### src/rtl/sys_io_ctrl_pkg.sv
// Shared definitions for the syscall I/O controller: op codes, op width and FSM state encoding.
// SYS_OP_LENGTH mirrors the CPU's instruction header so both sides agree on the op field width.
package sys_io_ctrl_pkg;

    localparam int unsigned SYS_OP_LENGTH = 2;

    localparam logic [SYS_OP_LENGTH-1:0] SYS_PRINT_INT  = 2'd0;
    localparam logic [SYS_OP_LENGTH-1:0] SYS_READ_INT   = 2'd1;
    localparam logic [SYS_OP_LENGTH-1:0] SYS_PRINT_CHAR = 2'd2;
    localparam logic [SYS_OP_LENGTH-1:0] SYS_EXIT       = 2'd3;

    typedef enum logic [2:0] {
        StIdle    = 3'd0,
        StOutWait = 3'd1,
        StInWait  = 3'd2,
        StRelease = 3'd3,
        StHalted  = 3'd4
    } sys_state_e;

    // True for the two ops that push a word to the console.
    function automatic logic is_print_op(input logic [SYS_OP_LENGTH-1:0] op);
        return (op == SYS_PRINT_INT) || (op == SYS_PRINT_CHAR);
    endfunction

endpackage

### src/rtl/sys_io_ctrl_if.sv
// Bundle of the CPU-side syscall signals and the console valid/ready channels.
// The controller takes the slave view; the CPU/console side (or a bench) takes the master view.
interface sys_io_ctrl_if #(
    parameter int unsigned SYS_OP_W = 2,
    parameter int unsigned DATA_W   = 32,
    parameter int unsigned CNT_W    = 32
);

    // CPU side
    logic                syscall;
    logic [SYS_OP_W-1:0] sys_op;
    logic [DATA_W-1:0]   sys_inf_out;
    logic                cpu_halt;
    logic [DATA_W-1:0]   sys_inf_in;
    logic                cpu_en;

    // Console output channel
    logic                out_valid;
    logic [DATA_W-1:0]   out_data;
    logic                out_char;
    logic                out_ready;

    // Console input channel
    logic                in_valid;
    logic [DATA_W-1:0]   in_data;
    logic                in_ready;

    // Status
    logic                halted;
    logic [CNT_W-1:0]    retired;

    modport slave (
        input  syscall, sys_op, sys_inf_out, cpu_halt, out_ready, in_valid, in_data,
        output sys_inf_in, cpu_en, out_valid, out_data, out_char, in_ready, halted, retired
    );

    modport master (
        output syscall, sys_op, sys_inf_out, cpu_halt, out_ready, in_valid, in_data,
        input  sys_inf_in, cpu_en, out_valid, out_data, out_char, in_ready, halted, retired
    );

endinterface

### src/rtl/sys_io_ctrl.sv
// Syscall I/O controller sitting downstream of the single-cycle CPU.
// Freezes the CPU via cpu_en while a console transaction is in flight, then opens exactly one
// commit edge (RELEASE) so the CPU retires the syscall and writes any read data.
module sys_io_ctrl
    import sys_io_ctrl_pkg::*;
#(
    parameter int unsigned SYS_OP_W = SYS_OP_LENGTH,
    parameter int unsigned DATA_W   = 32,
    parameter int unsigned CNT_W    = 32
) (
    input  logic           clk,
    input  logic           rst,
    sys_io_ctrl_if.slave   bus
);

    sys_state_e          state_q, state_d;
    logic [DATA_W-1:0]   out_data_q, out_data_d;
    logic                out_char_q, out_char_d;
    logic [DATA_W-1:0]   sys_inf_in_q, sys_inf_in_d;
    logic [CNT_W-1:0]    retired_q;
    logic                cpu_en;
    logic [SYS_OP_W-1:0] op;

    assign op = bus.sys_op;

    // State and data registers; reset aborts any transaction in flight.
    always_ff @(posedge clk or negedge rst) begin
        if (!rst) begin
            state_q      <= StIdle;
            out_data_q   <= '0;
            out_char_q   <= 1'b0;
            sys_inf_in_q <= '0;
        end else begin
            state_q      <= state_d;
            out_data_q   <= out_data_d;
            out_char_q   <= out_char_d;
            sys_inf_in_q <= sys_inf_in_d;
        end
    end

    // Next-state, data capture and the CPU clock-enable decode.
    always_comb begin
        state_d      = state_q;
        out_data_d   = out_data_q;
        out_char_d   = out_char_q;
        sys_inf_in_d = sys_inf_in_q;
        cpu_en       = 1'b0;

        case (state_q)
            StIdle: begin
                // Ordinary instructions commit in their own cycle.
                cpu_en = !bus.syscall && !bus.cpu_halt;
                if (bus.cpu_halt) begin
                    state_d = StHalted;
                end else if (bus.syscall) begin
                    if (is_print_op(op)) begin
                        out_data_d = bus.sys_inf_out;
                        out_char_d = (op == SYS_PRINT_CHAR);
                        state_d    = StOutWait;
                    end else if (op == SYS_READ_INT) begin
                        state_d = StInWait;
                    end else begin
                        // EXIT and anything unrecognised stop the CPU.
                        state_d = StHalted;
                    end
                end
            end
            StOutWait: begin
                if (bus.out_ready) begin
                    state_d = StRelease;
                end
            end
            StInWait: begin
                if (bus.in_valid) begin
                    sys_inf_in_d = bus.in_data;
                    state_d      = StRelease;
                end
            end
            StRelease: begin
                // syscall is still high here for the same instruction; never re-decode it.
                cpu_en  = 1'b1;
                state_d = StIdle;
            end
            StHalted: begin
                state_d = StHalted;
            end
            default: begin
                state_d = StHalted;
            end
        endcase
    end

    // Retired-instruction counter: one tick per edge on which the CPU commits.
    always_ff @(posedge clk or negedge rst) begin
        if (!rst) begin
            retired_q <= '0;
        end else if (cpu_en) begin
            retired_q <= retired_q + CNT_W'(1);
        end
    end

    // Handshake flags decode straight from the state register so reset clears them at once.
    assign bus.out_valid  = (state_q == StOutWait);
    assign bus.in_ready   = (state_q == StInWait);
    assign bus.halted     = (state_q == StHalted);
    assign bus.cpu_en     = cpu_en;
    assign bus.out_data   = out_data_q;
    assign bus.out_char   = out_char_q;
    assign bus.sys_inf_in = sys_inf_in_q;
    assign bus.retired    = retired_q;

endmodule

### src/flat_wrapper.sv
// flat-port wrapper written by rule: the top's interface ports become plain ports
module sys_io_ctrl_flat import sys_io_ctrl_pkg::*;
#(
    parameter int unsigned SYS_OP_W = SYS_OP_LENGTH,
    parameter int unsigned DATA_W   = 32,
    parameter int unsigned CNT_W    = 32
)
  (clk, rst, bus_syscall, bus_sys_op, bus_sys_inf_out, bus_cpu_halt, bus_out_ready, bus_in_valid, bus_in_data, bus_sys_inf_in, bus_cpu_en, bus_out_valid, bus_out_data, bus_out_char, bus_in_ready, bus_halted, bus_retired);
  sys_io_ctrl_if #(.SYS_OP_W(SYS_OP_W), .DATA_W(DATA_W), .CNT_W(CNT_W)) bus_i ();
  input  logic clk;
  input  logic rst;
  input wire logic [$bits(bus_i.syscall)-1:0] bus_syscall;
  input wire logic [$bits(bus_i.sys_op)-1:0] bus_sys_op;
  input wire logic [$bits(bus_i.sys_inf_out)-1:0] bus_sys_inf_out;
  input wire logic [$bits(bus_i.cpu_halt)-1:0] bus_cpu_halt;
  input wire logic [$bits(bus_i.out_ready)-1:0] bus_out_ready;
  input wire logic [$bits(bus_i.in_valid)-1:0] bus_in_valid;
  input wire logic [$bits(bus_i.in_data)-1:0] bus_in_data;
  output wire logic [$bits(bus_i.sys_inf_in)-1:0] bus_sys_inf_in;
  output wire logic [$bits(bus_i.cpu_en)-1:0] bus_cpu_en;
  output wire logic [$bits(bus_i.out_valid)-1:0] bus_out_valid;
  output wire logic [$bits(bus_i.out_data)-1:0] bus_out_data;
  output wire logic [$bits(bus_i.out_char)-1:0] bus_out_char;
  output wire logic [$bits(bus_i.in_ready)-1:0] bus_in_ready;
  output wire logic [$bits(bus_i.halted)-1:0] bus_halted;
  output wire logic [$bits(bus_i.retired)-1:0] bus_retired;
  assign bus_i.syscall = bus_syscall;
  assign bus_i.sys_op = bus_sys_op;
  assign bus_i.sys_inf_out = bus_sys_inf_out;
  assign bus_i.cpu_halt = bus_cpu_halt;
  assign bus_i.out_ready = bus_out_ready;
  assign bus_i.in_valid = bus_in_valid;
  assign bus_i.in_data = bus_in_data;
  assign bus_sys_inf_in = bus_i.sys_inf_in;
  assign bus_cpu_en = bus_i.cpu_en;
  assign bus_out_valid = bus_i.out_valid;
  assign bus_out_data = bus_i.out_data;
  assign bus_out_char = bus_i.out_char;
  assign bus_in_ready = bus_i.in_ready;
  assign bus_halted = bus_i.halted;
  assign bus_retired = bus_i.retired;
  sys_io_ctrl #(.SYS_OP_W(SYS_OP_W), .DATA_W(DATA_W), .CNT_W(CNT_W)) u_core (.clk(clk), .rst(rst), .bus(bus_i));
endmodule
### config.mk
export PLATFORM = sky130hd
export DESIGN_NAME = sys_io_ctrl_flat
export DESIGN_NICKNAME = d
export VERILOG_FILES = /design/src/rtl/sys_io_ctrl_pkg.sv /design/src/rtl/sys_io_ctrl_if.sv /design/src/rtl/sys_io_ctrl.sv /design/src/flat_wrapper.sv
export SDC_FILE = /design/constraint.sdc
export NUM_CORES = 1
export LEC_CHECK = 0
export CAP_MARGIN = 30
export CELL_PAD_IN_SITES_DETAIL_PLACEMENT = 0
export CELL_PAD_IN_SITES_GLOBAL_PLACEMENT = 1
export CORE_ASPECT_RATIO = 1.75
export CORE_MARGIN = 3
export CORE_UTILIZATION = 36
export CTS_CLUSTER_SIZE = 40
export DETAILED_ROUTE_END_ITERATION = 10
export PLACE_DENSITY = 0.83
export SYNTH_ARGS = -nofsm -noshare
export SYNTH_HDL_FRONTEND = slang
export SYNTH_SLANG_ARGS = --single-unit
export TNS_END_PERCENT = 30
### constraint.sdc
create_clock -name clk -period 4.45 [get_ports clk]
set_clock_uncertainty 0.05 [all_clocks]
set_input_delay 0.6675 -clock clk [delete_from_list [all_inputs] [get_ports clk]]
set_output_delay 0.6675 -clock clk [all_outputs]
set_load 0.03 [all_outputs]
==> reports/qor.txt, run 1 <==
Post-cts sizing count = 0
CTS tree = yes
Top Ports = 173
Rel. slew slack = 70.0%
Crit-path max cell delay = 0.72 ns
Worst path slowest cell = clkdlybuf4s50_1
Worst Path Arrival = 2.54 ns
Chip height = 148 µm
Vias per cell = 4.87
Clock root cell = clkbuf_16
Mean Syn Cell Area = 13.7 µm²
H-tree levels = 3
Drt wl/cell = 16.7 µm
Fill cells = 970
Req. time, crit path = 3.73 ns
DR vias = 2990
Ys Warns = 0
Die ar. = 0.0129 mm²
GP Congestion = 0.756
Die Wd = 87.2 µm
DRC = 0
Setup repair bufs after CTS = 0
Worst vdd ir = 0.227 mV
Placed cells = 597
Total GRT Usage = 15.9%
Cell family with most CP delay = buffers and inverters
Pins Over Slew Limit = 0
First-pass GRT wire length = 15800 µm
Hold Buf Count CTS = 0
Row Count = 51
Nets = 550
Drt pass-1 iters = 4
Min Tclk post-route = 3.26 ns
Slew @ Worst Pin = 0.449 ns
FMAX = 0.307 GHz
Cell mode on critical path = clkdlybuf4s50_1
Fin crit share = 73.3%
Clk Latency, worst-skew pair = 0.33 ns
Type of the tightest min-delay check = in2async
Clock buffer count from CTS = 9
Leakage power total = 2.93 nW
Clock buffer depth = 2
Antenna cells = 0
Area Overhead vs Synth = 52.7%
Synthesized Nets = 376
Setup TNS = 0 ns
Worst setup EP type = output port
Max capacitance violation total = 0
Unrepaired setup endpoints after global routing = no
Setup Crit Path Kind = in2out
Syn Inst Count = 303
Critical path launch point type = primary input
Max FO, Critical Path = 7
Iter 0 DRT Violations = 80
Final Instance Area = 0.00634 mm²
Clock-pin slew on the worst setup and hold paths = 0.07 ns
Power per standard cell area = 290 mW/mm²
Reg-to-reg slack, setup = 2.48 ns
Clock sinks = 100
ANT nets after route = 0
Total core area = 0.0112 mm²
Setup violations, final = 0
Fin util = 56.8%
Total power = 1.84 mW
Share of layout cells above drive strength 1 = 20.1%
Initial Util = 37.2%
Run status = finished clean
Initial antenna violation count = 0
Number of port buffers = 172
WL final = 10200 µm
DP HPWL = 7800 µm
GR Overflow Total = 0
FF+latch count, synth = 100
Post-Syn Area = 0.00415 mm²
Finished Layout Cells = 614
Seq/Total Area, Yosys = 60.3%
Final hold vios = 0
Bufs and invs on worst path = 2
Critical Path, Cell by Cell = clkdlybuf4s50_1 > nor4_2 > o21a_1 > clkdlybuf4s50_1
Placed inst area = 0.00599 mm²
Vias in the first global route = 3141
Synth cell types = 36
Largest net degree at the start of global routing = 80
## sequential cells by signal, summed over array words and instances (netlist names)
name / cells
u_core.bus.out_char: 1
u_core.bus.sys_inf_in: 32
u_core.bus.retired: 32
u_core.state_q: 3
u_core.bus.out_data: 32
## placed cells by master, fill, tap and decap left out, types with 2 or more instances in the layout
cell type / n
bufinv_16: 2
buf_4: 6
clkdlybuf4s50_1: 171
clkbuf_16: 9
a21oi_1: 2
nor4_1: 5
xor2_1: 19
nand3_1: 4
and3_1: 3
and4_1: 3
inv_1: 11
nor3b_1: 2
nor2_1: 8
nor3_2: 3
nand4_1: 5
or2_2: 2
o2111ai_1: 2
xnor2_1: 12
and2_1: 3
dfrtp_1: 100
nand2_1: 11
nor3_1: 13
nor4b_1: 2
mux2_2: 66
## cell families (layout without fill, tap and decap cells)
group           count (synthesis)  count (layout)  synth area share (%)
flops                         100             100                  60.3
simple gates                   69              69                  10.1
mux                            67              67                  18.2
xor+xnor                       31              31                  6.54
buf+inv                        26             205                  3.08
compound gates                  9               9                  1.51
fa+ha+maj                       1               1                 0.301
## cell type report
cell class                 count  area [µm²]  area share (%)
multi-input combinational    177        1520            24.0
inverter                      11        41.3           0.651
sequential                   100        2500            39.5
timing repair buffer         178        1780            28.1
clock buffer                  10         229            3.61
clock inverter                 6        96.3            1.52
tap                          132         165            2.61
## Yosys cell counts, drive strengths merged
cell | n | area (µm²)
o31ai | 1 | 7.51
a221oi | 1 | 8.76
inv | 11 | 41.3
xor2 | 19 | 166
nand4 | 5 | 31.3
or2 | 2 | 12.5
a21oi | 2 | 10.0
a31oi | 1 | 6.26
or4 | 1 | 11.3
nor4 | 7 | 65.1
nor3 | 16 | 95.1
and4 | 3 | 26.3
o2111ai | 2 | 17.5
mux2 | 67 | 754
nor3b | 2 | 15.0
nor4b | 2 | 17.5
buf | 12 | 75.1
ha | 1 | 12.5
nor2 | 8 | 30.0
xnor2 | 12 | 105
o21ai | 1 | 5.00
nand3 | 5 | 30.0
and2 | 3 | 18.8
nor2b | 1 | 6.26
clkbuf | 3 | 11.3
nand2 | 11 | 41.3
o21a | 1 | 7.51
and3 | 3 | 18.8
dfrtp | 100 | 2500
## path summary, 6_finish.rpt
kind / from / end / cells after the start
hold / removal: rst / u_core.bus.sys_inf_in[23] / 1
max in group asynchronous: rst / u_core.state_q[1] / 3
min in group clk: u_core.bus.sys_inf_in[7] / u_core.bus.sys_inf_in[7] / 1
hold reg to reg: u_core.bus.sys_inf_in[7] / u_core.bus.sys_inf_in[7] / 1
setup / recovery: bus_cpu_halt / bus_cpu_en / 4
setup reg to reg: u_core.state_q[0] / u_core.bus.sys_inf_in[2] / 4
## power by group
| part | switching (mW) | total, mW | internal, mW |
|---|---|---|---|
| logic | 0.0292 | 0.0882 | 0.0590 |
| clock network | 0.340 | 0.840 | 0.500 |
| registers | 0 | 0.908 | 0.908 |
| total | 0.369 | 1.84 | 1.47 |
## layer usage
layer | GRT usage (%) | vias to the layer above | share of wire, % | routed length [µm]
met1 | 17.1 | 1453 | 36 | 3680
met3 | 4.29 | 22 | 7.9 | 808
met5 | 0 | - | 0 | 0
met2 | 28.2 | 118 | 53 | 5460
met4 | 7.14 | 0 | 2.8 | 289
li1 | - | 1397 | - | -
## stage by stage
stage          hold WS, ns  setup WS (ns)
3_3_place_gp         0.416           1.24
3_5_place_dp         0.424           1.20
5_1_grt             0.0774           1.09
4_1_cts              0.440           1.19
2_1_floorplan        0.322           2.05
6_report            0.0930           1.19
Note: power is estimated with default switching activity, not from simulation.
==> inputs of run 2 (changes only) <==
CORE_UTILIZATION = 30   (was 36)
PLACE_DENSITY = 0.73   (was 0.83)
clock period = 2.65 ns   (was 4.45 ns; I/O delays follow)
==> run 2 against run 1 <==
Compared with the run above: global-route usage is 2.8 points lower; first-iteration DRC count is 39% higher; combinational power rose by 66%.
==> reports/qor.txt, run 2 (same netlist as run 1, synthesis figures left out) <==
Drt pass-1 iters = 4 (unchanged)
CTS tree = yes (unchanged)
Worst Path Arrival = 1.88 ns (was 2.54 ns)
Power per standard cell area = 473 mW/mm² (was 290 mW/mm²)
Number of port buffers = 172 (unchanged)
Setup Crit Path Kind = reg2out (was in2out)
DP HPWL = 7580 µm (was 7800 µm)
Cell family with most CP delay = buffers and inverters (unchanged)
Final hold vios = 0 (unchanged)
Worst path slowest cell = clkdlybuf4s50_1 (unchanged)
Pins Over Slew Limit = 0 (unchanged)
Setup repair bufs after CTS = 0 (unchanged)
Bufs and invs on worst path = 1 (was 2)
Vias per cell = 4.52 (was 4.87)
Reg2Reg Depth = 5 (was 4)
Worst slack at placement = 0.332 ns (was 1.20 ns)
Worst setup EP type = output port (unchanged)
ANT nets after route = 0 (unchanged)
Critical Path, Cell by Cell = nor3b_1 > clkdlybuf4s50_1 (was clkdlybuf4s50_1 > nor4_2 > o21a_1 > clkdlybuf4s50_1)
Most common cell after layout, fill and taps aside = clkdlybuf4s50_1 (unchanged)
Area Overhead vs Synth = 53.5% (was 52.7%)
FMAX = 0.429 GHz
Nets = 549 (was 550)
Clock sinks = 100 (unchanged)
Worst vdd ir = 0.258 mV (was 0.227 mV)
Clk Latency, worst-skew pair = 0.33 ns (about the same)
Antenna cells = 0 (unchanged)
H-tree levels = 3 (unchanged)
Unrepaired setup endpoints after global routing = no (unchanged)
Req. time, crit path = 2.20 ns (was 3.73 ns)
Drt wl/cell = 15.3 µm (was 16.7 µm)
Run status = finished clean (unchanged)
WL final = 9990 µm (was 10200 µm)
Reg-to-reg slack, setup = 0.66 ns (was 2.48 ns)
Setup ws final = 0.321 ns (was 1.19 ns)
Total core area = 0.0135 mm² (was 0.0112 mm²)
Initial antenna violation count = 0 (unchanged)
Row Count = 56 (was 51)
Iter 0 DRT Violations = 111 (was 80)
First-pass GRT wire length = 15800 µm (about the same)
Setup TNS = 0 ns (unchanged)
Vias in the first global route = 3060 (was 3141)
Die ar. = 0.0153 mm² (was 0.0129 mm²)
Fin crit share = 87.9%
Clock-pin slew on the worst setup and hold paths = 0.07 ns (about the same)
Initial Util = 30.9% (was 37.2%)
Post-cts sizing count = 0 (unchanged)
Clock buffer count from CTS = 9 (unchanged)
Min Tclk post-route = 2.33 ns
Die Wd = 94.9 µm (was 87.2 µm)
GR Overflow Total = 0 (unchanged)
Leakage power total = 2.93 nW (about the same)
Max FO, Critical Path = 13 (was 7)
Share of layout cells above drive strength 1 = 20.6% (was 20.1%)
Crit-path max cell delay = 0.73 ns (was 0.72 ns)
DRC = 0 (unchanged)
Rel. slew slack = 54.0% (was 70.0%)
Total power = 3.01 mW (was 1.84 mW)
Top Ports = 173 (unchanged)
Reg2reg end = u_core.bus.retired[18] (was u_core.bus.sys_inf_in[2])
DR vias = 2960 (was 2990)
Hold Buf Count CTS = 0 (unchanged)
Chip height = 162 µm (was 148 µm)
Type of the tightest min-delay check = in2async (unchanged)
Slew @ Worst Pin = 0.690 ns (was 0.449 ns)
Max capacitance violation total = 0 (unchanged)
Clock buffer depth = 2 (unchanged)
RR Startpoint = u_core.state_q[0] (unchanged)
Critical path launch point type = register (was primary input)
Clock root cell = clkbuf_16 (unchanged)
Setup violations, final = 0 (unchanged)
GP Congestion = 0.761 (was 0.756)
Total GRT Usage = 13.1% (was 15.9%)
Most frequent cells in the layout = 170 x clkdlybuf4s50_1, 100 x dfrtp_1, 66 x mux2_2, 19 x xor2_1, 13 x nor3_1 (was 171 x clkdlybuf4s50_1, 100 x dfrtp_1, 66 x mux2_2, 19 x xor2_1, 13 x nor3_1)
Worst hold slack = 0.0457 ns (was 0.0930 ns)
Largest net degree at the start of global routing = 53 (was 80)
run 2: layout make-up:
cell class                      instances  area (µm²)
Tap cell                              174         218
Timing Repair Buffer                  177        1780
Fill cell                            1255        7080
Inverter                               11        41.3
Clock inverter                          7        81.3
Clock buffer                            9         225
Sequential cell                       100        2500
Multi-Input combinational cell        177        1530
run 2: stage by stage:
step           utilization, %  std cells  instance area, µm²
2_1_floorplan               -        303                4150
3_3_place_gp             45.1        639                6070
6_report                 47.4        655                6370
5_1_grt                  47.4        655                6370
3_5_place_dp             45.1        639                6070
4_1_cts                  47.4        655                6370
run 2: worst max path at each step:
stage	startpoint	endpoint	slack (ns)	cells past startpoint
floorplan	u_core.state_q[1]	u_core.bus.sys_inf_in[10]	0.25	6
global placement	bus_cpu_halt	bus_cpu_en	0.39	4
detailed placement	bus_cpu_halt	u_core.bus.retired[18]	0.33	6
CTS	u_core.state_q[0]	bus_in_ready	0.29	2
global route	u_core.state_q[0]	bus_cpu_en	0.21	3
finish	u_core.state_q[0]	bus_in_ready	0.32	2
run 2: worst register-to-register path, stage by stage, from the launching register on:
cell	delay, ns
dfrtp_1	0.51
nor4_2	0.47
o2111ai_1	0.21
buf_4	0.22
nor4_1	0.28
xor2_1	0.17
run 2: routing by layer:
metal	vias to the layer above	share of wire, %	track usage, %
met5	-	0	0
met4	0	2.0	4.73
met3	10	8.8	4.01
met2	113	51	22.0
met1	1435	38	15.6
li1	1402	-	-
run 2: where the power goes:
part	internal, mW	leakage (nW)	switching (mW)	total [mW]
clock	0.747	0.146	0.593	1.34
sequential	1.52	1.35	0	1.52
combinational	0.0970	1.43	0.0489	0.146
